<file path="config.mk">
export PLATFORM = sky130hd
export DESIGN_NAME = stream_arb_mux
export DESIGN_NICKNAME = d
export VERILOG_FILES = /design/src/rtl/mux_pkg.sv /design/src/rtl/stream_arb_mux_rr_arbiter.sv /design/src/rtl/stream_arb_mux.sv
export SDC_FILE = /design/constraint.sdc
export NUM_CORES = 1
export LEC_CHECK = 0
export CAP_MARGIN = 5
export CORE_AREA = 8 8 447 449
export DETAILED_ROUTE_END_ITERATION = 8
export DIE_AREA = 0 0 455 457
export PLACE_DENSITY_LB_ADDON = 0.3
export SYNTH_ARGS = -nofsm -noshare
export SYNTH_HDL_FRONTEND = slang
export SYNTH_HIERARCHICAL = 1
export SYNTH_SLANG_ARGS = --single-unit
</file>
<file path="constraint.sdc">
create_clock -name clk_i -period 15.4 [get_ports clk_i]
set_clock_uncertainty 0.15 [all_clocks]
set_input_delay 2.31 -clock clk_i [delete_from_list [all_inputs] [get_ports clk_i]]
set_output_delay 2.31 -clock clk_i [all_outputs]
set_load 0.05 [all_outputs]
</file>
<file path="src/rtl/mux_pkg.sv">
// Shared helpers for the stream arbiter/mux: select-width derivation and
// round-robin pointer wrap for channel counts that need not be a power of two.
package mux_pkg;

  function automatic int sel_width(input int n);
    return (n > 1) ? $clog2(n) : 1;
  endfunction

  // Wraps at n, not at 2**sel_width(n), so unused encodings are never reached.
  function automatic int rr_next(input int ptr, input int n);
    return (ptr + 1 >= n) ? 0 : ptr + 1;
  endfunction

endpackage

</file>
<file path="src/rtl/stream_arb_mux_rr_arbiter.sv">
// Combinational round-robin arbiter: first requester at or above the pointer,
// wrapping modulo NUM_INPUTS; a held lock overrides the search unconditionally.
module rr_arbiter
  import mux_pkg::*;
#(
  parameter int NUM_INPUTS = 32,
  localparam int SEL_WIDTH = sel_width(NUM_INPUTS)
) (
  input  logic [NUM_INPUTS-1:0] i_req,
  input  logic [SEL_WIDTH-1:0]  i_ptr,
  input  logic                  i_lock_en,
  input  logic [SEL_WIDTH-1:0]  i_lock_idx,
  output logic                  o_grant_valid,
  output logic [SEL_WIDTH-1:0]  o_grant_idx
);

  localparam logic [SEL_WIDTH:0] NUM_W = (SEL_WIDTH + 1)'(NUM_INPUTS);

  logic [SEL_WIDTH:0]   w_sum;
  logic [SEL_WIDTH-1:0] w_cand;

  // Scan from the farthest offset down so the nearest requester wins last.
  always_comb begin
    o_grant_valid = 1'b0;
    o_grant_idx   = '0;
    w_sum         = '0;
    w_cand        = '0;
    if (i_lock_en) begin
      o_grant_valid = 1'b1;
      o_grant_idx   = i_lock_idx;
    end else begin
      for (int k = NUM_INPUTS - 1; k >= 0; k--) begin
        w_sum = {1'b0, i_ptr} + (SEL_WIDTH + 1)'(k);
        if (w_sum >= NUM_W) w_sum = w_sum - NUM_W;
        w_cand = w_sum[SEL_WIDTH-1:0];
        if (i_req[w_cand]) begin
          o_grant_valid = 1'b1;
          o_grant_idx   = w_cand;
        end
      end
    end
  end

endmodule

</file>
<file path="src/rtl/stream_arb_mux.sv">
// N-way valid/ready stream mux: round-robin grant, optional hold until the
// packet's last beat, and a single registered output slot.
module stream_arb_mux
  import mux_pkg::*;
#(
  parameter int NUM_INPUTS   = 32,
  parameter int DATA_WIDTH   = 32,
  parameter int LOCK_ON_LAST = 1,
  localparam int SEL_WIDTH   = sel_width(NUM_INPUTS)
) (
  input  logic                                  clk_i,
  input  logic                                  rst_ni,
  input  logic [NUM_INPUTS-1:0][DATA_WIDTH-1:0] in_data_i,
  input  logic [NUM_INPUTS-1:0]                 in_valid_i,
  input  logic [NUM_INPUTS-1:0]                 in_last_i,
  output logic [NUM_INPUTS-1:0]                 in_ready_o,
  output logic [DATA_WIDTH-1:0]                 out_data_o,
  output logic                                  out_valid_o,
  output logic                                  out_last_o,
  output logic [SEL_WIDTH-1:0]                  out_sel_o,
  input  logic                                  out_ready_i
);

  logic [SEL_WIDTH-1:0]  r_ptr;
  logic                  r_lock;
  logic [SEL_WIDTH-1:0]  r_lock_idx;
  logic [DATA_WIDTH-1:0] r_data;
  logic                  r_valid;
  logic                  r_last;
  logic [SEL_WIDTH-1:0]  r_sel;

  logic                  w_can_load;
  logic                  w_grant_valid;
  logic [SEL_WIDTH-1:0]  w_grant_idx;
  logic                  w_accept;

  rr_arbiter #(.NUM_INPUTS(NUM_INPUTS)) u_arb (
    .i_req         (in_valid_i),
    .i_ptr         (r_ptr),
    .i_lock_en     (r_lock),
    .i_lock_idx    (r_lock_idx),
    .o_grant_valid (w_grant_valid),
    .o_grant_idx   (w_grant_idx)
  );

  assign w_can_load = !r_valid || out_ready_i;
  assign w_accept   = rst_ni && w_grant_valid && w_can_load && in_valid_i[w_grant_idx];

  // Ready follows the grant alone, so a locked-but-idle source still sees ready.
  always_comb begin
    in_ready_o = '0;
    if (rst_ni && w_grant_valid && w_can_load) in_ready_o[w_grant_idx] = 1'b1;
  end

  always_ff @(posedge clk_i or negedge rst_ni) begin
    if (!rst_ni) begin
      r_ptr      <= '0;
      r_lock     <= 1'b0;
      r_lock_idx <= '0;
      r_data     <= '0;
      r_valid    <= 1'b0;
      r_last     <= 1'b0;
      r_sel      <= '0;
    end else if (w_accept) begin
      r_data  <= in_data_i[w_grant_idx];
      r_last  <= in_last_i[w_grant_idx];
      r_sel   <= w_grant_idx;
      r_valid <= 1'b1;
      if ((LOCK_ON_LAST != 0) && !in_last_i[w_grant_idx]) begin
        r_lock     <= 1'b1;
        r_lock_idx <= w_grant_idx;
      end else begin
        r_lock <= 1'b0;
        r_ptr  <= SEL_WIDTH'(rr_next(int'(w_grant_idx), NUM_INPUTS));
      end
    end else if (w_can_load) begin
      r_valid <= 1'b0;
    end
  end

  assign out_data_o  = r_data;
  assign out_valid_o = r_valid;
  assign out_last_o  = r_last;
  assign out_sel_o   = r_sel;

  a_ready_onehot: assert property (@(posedge clk_i) disable iff (!rst_ni)
    $onehot0(in_ready_o));

  a_out_stable: assert property (@(posedge clk_i) disable iff (!rst_ni)
    (out_valid_o && !out_ready_i) |=> (out_valid_o && $stable(out_data_o) &&
                                       $stable(out_last_o) && $stable(out_sel_o)));

endmodule

</file>
==> flow_metrics.tcl <==
set metrics [dict create \
    rows 162 \
    syn_nets 2585 \
    crit_fanout 19 \
    tightest_slew_ns 1.31 \
    synthFlopType "dfrtp_1" \
    dr_wl_met2_um 99500 \
    port_buffers 1161 \
    synth_cell_types 83 \
    via_per_inst 4.09 \
    drtIter0Drc 2050 \
    synth_edf_count 0 \
    antenna_found_initial 198 \
    setup_violations 0 \
    clock_latency_ns 0.34 \
    drv_slew 0 \
    min_path_type "flip-flop to flip-flop" \
    ctsResizeCount 0 \
    htreeDepth 2 \
    cap_violations 0 \
    wl_met3_um 17700 \
    nNetsFinal 3657 \
    period_minus_slack_ns 10.82 \
    dieArea_um2 208000 \
    final_cells 5138 \
    rsz0062_at_grt "no" \
    grt_max_degree 60 \
    tns_ns 0 \
    ys_seq_area_share_pct 7.78 \
    cts-root-buf "clkbuf_16" \
    syn_area_um2 16100 \
    r2r_end "out_data_o[1]" \
    die_w_um 455 \
    wl_met1_um 84000 \
    vias 21000 \
    grt_pass1_vias 21000 \
    outcome "complete, no violations" \
    synth_cells 1477 \
    cts_tree "built" \
    areaGrowthSynthToFinish_pct 92.4 \
    drtAntennaViolNets 0 \
    cts_buffer_depth 2 \
    place_congestion 0.956 \
    io_pins 1162 \
    cp-end-kind "output pin" \
    layout-drive-gt1-share_pct 18.4 \
    core-area_um2 193000 \
    hold_viol 0 \
    top_layer "met5" \
    worst_ep_arrival_time_ns 8.36 \
    clock.fmax_ghz 0.0924 \
    numCtsBuffers 5 \
    whs_endpoint "out_sel_o[1]" \
    cts-hold-fix-buffers 0 \
    start_util_pct 8.32 \
    ys_async_sr_fraction_pct 100 \
    critPathKind "input pin to output pin" \
    grt_usage_pct 19.1 \
    totalWireLength_um 208000 \
    r2r_start "r_ptr[1]" \
    min_from "out_sel_o[1]" \
    startpoint_type "input pin" \
    placed_cells 5084 \
    clk_pin_slew_worst_paths_ns 0.09 \
    slew_headroom_pct 11.9 \
    avgSynthCellArea_um2 10.9 \
    cts_setup_buffers 0 \
    clock-sinks 50 \
    post_drt_wl_per_cell_um 40.5 \
    die_y_um 457 \
    grt_overflow_total 0 \
    worst_r2r_path_depth 20 \
    fin_crit_sh_pct 70.3 \
    drc 0 \
    drt_first_pass_iters 5 \
    yosys_warnings 6 \
    worstHoldPathCells 1 \
    nFillCells 21600 \
    r2r_slack_ns 6.17 \
    grt_first_pass_wirelength_um 256000 \
    critPathRequiredTime_ns 12.94 \
    ys_ff_latch 50 \
    dpl.hpwl_um 189000 \
]
-- worst max-delay path, stage by stage --
cell and delay (ns):
clkdlybuf4s50_1 0.54, mux4_4 0.73, mux2i_1 0.32, mux2_2 0.28
nand2b_1 0.16, o21ai_0 0.36, nor2_1 0.51, nand4_1 0.16
a2111oi_0 1.03, a21oi_4 0.35, or3b_2 0.64, nor2_1 0.13
clkdlybuf4s50_1 0.82
-- kinds of logic (layout without fill, tap and decap cells) --
| kind of cell | count (synthesis) | after routing | share of synthesized area [%] |
|---|---|---|---|
| XOR/XNOR | 29 | 29 | 1.72 |
| flip-flops | 50 | 50 | 7.78 |
| adder cells (fa/ha/maj) | 17 | 17 | 1.32 |
| AND/OR/NAND/NOR | 317 | 317 | 9.54 |
| multiplexers | 491 | 491 | 57.3 |
| buffers and inverters | 176 | 1249 | 5.34 |
| other | 0 | 46 | 0 |
| AO/OA/AOI/OAI | 397 | 397 | 16.9 |
-- routing by layer --
layer / track usage, % / vias to the layer above
met4: 4.37 / 62
met2: 32.5 / 1419
met1: 23.6 / 10800
li1: - / 8476
met5: 0 / -
met3: 5.65 / 310
-- synth_stat cells (14+ instances only) --
| cell | count | area, µm² |
|---|---|---|
| nand3_1 | 47 | 235 |
| ha_1 | 17 | 213 |
| xnor2_1 | 23 | 201 |
| a22oi_1 | 80 | 601 |
| nand2_1 | 63 | 236 |
| inv_1 | 24 | 90.1 |
| mux4_2 | 306 | 6890 |
| mux2_1 | 14 | 158 |
| clkbuf_1 | 47 | 176 |
| a21oi_1 | 98 | 490 |
| buf_1 | 18 | 67.6 |
| o21ai_0 | 48 | 240 |
| nor2_1 | 109 | 409 |
| dfrtp_1 | 50 | 1250 |
| nand2b_1 | 14 | 87.6 |
| mux2i_1 | 87 | 871 |
| mux2_2 | 54 | 608 |
| a221oi_1 | 14 | 123 |
| o22ai_1 | 16 | 100 |
| nor3_1 | 18 | 90.1 |
| buf_2 | 66 | 330 |
| mux4_1 | 20 | 526 |
-- flip-flops by register name, indices dropped and copies added (netlist names) --
name / count
r_ptr: 5
r_lock: 1
out_last_o: 1
out_valid_o: 1
out_data_o: 32
r_lock_idx: 5
out_sel_o: 5
-- placed cells by master, fill, tap and decap left out, types with 12 or more instances in the layout --
cell type and n:
mux2_1 14, mux2i_1 87, a21oi_1 96, a22oi_1 80, o21ai_0 48, nand2b_1 14, o221ai_1 13, o22ai_1 16
ha_1 16, buf_4 53, nand2_1 63, dfrtp_1 48, a31oi_1 12, mux4_2 306, a221oi_1 14, clkdlybuf4s50_1 1160
mux4_1 20, nor2_1 103, diode_2 46, mux2_2 54, nor3_1 17, inv_1 24, nand3_1 47, xnor2_1 21
-- how the worst max path moves through the flow --
| stage | from | endpoint | slack [ns] |
|---|---|---|---|
| after floorplan | in_valid_i[22] | in_ready_o[13] | 6.27 |
| after global placement | in_valid_i[17] | in_ready_o[27] | 4.76 |
| after detailed placement | in_valid_i[1] | in_ready_o[27] | 4.80 |
| after CTS | in_valid_i[1] | in_ready_o[25] | 4.78 |
| after global routing | in_valid_i[27] | in_ready_o[18] | 4.44 |
| final | in_valid_i[21] | in_ready_o[10] | 4.58 |
-- through the flow --
| step | setup WS (ns) | area [µm²] | util [%] | hold slack (ns) |
|---|---|---|---|---|
| 2_1_floorplan | 6.27 | 16100 | - | 0.331 |
| 3_3_place_gp | 4.76 | 30600 | 15.9 | 0.342 |
| 3_5_place_dp | 4.80 | 30700 | 15.9 | 0.350 |
| 4_1_cts | 4.78 | 30800 | 16.0 | 0.373 |
| 5_1_grt | 4.44 | 30900 | 16.0 | 0.396 |
| 6_report | 4.58 | 30900 | 16.0 | 0.364 |
-- layout make-up --
class	count	area (µm²)	share of cell area [%]
tap	2542	3180	10.3
clock inverter	3	28.8	0.0931
multi-input combinational	1251	14100	45.6
inverter	27	101	0.328
clock buffer	5	125	0.405
antenna	46	115	0.372
timing repair buffer	1214	12000	38.9
sequential	50	1260	4.07
Power is not shown: default switching activity piles up to over one toggle a cycle in this logic, so the estimate is an artifact.
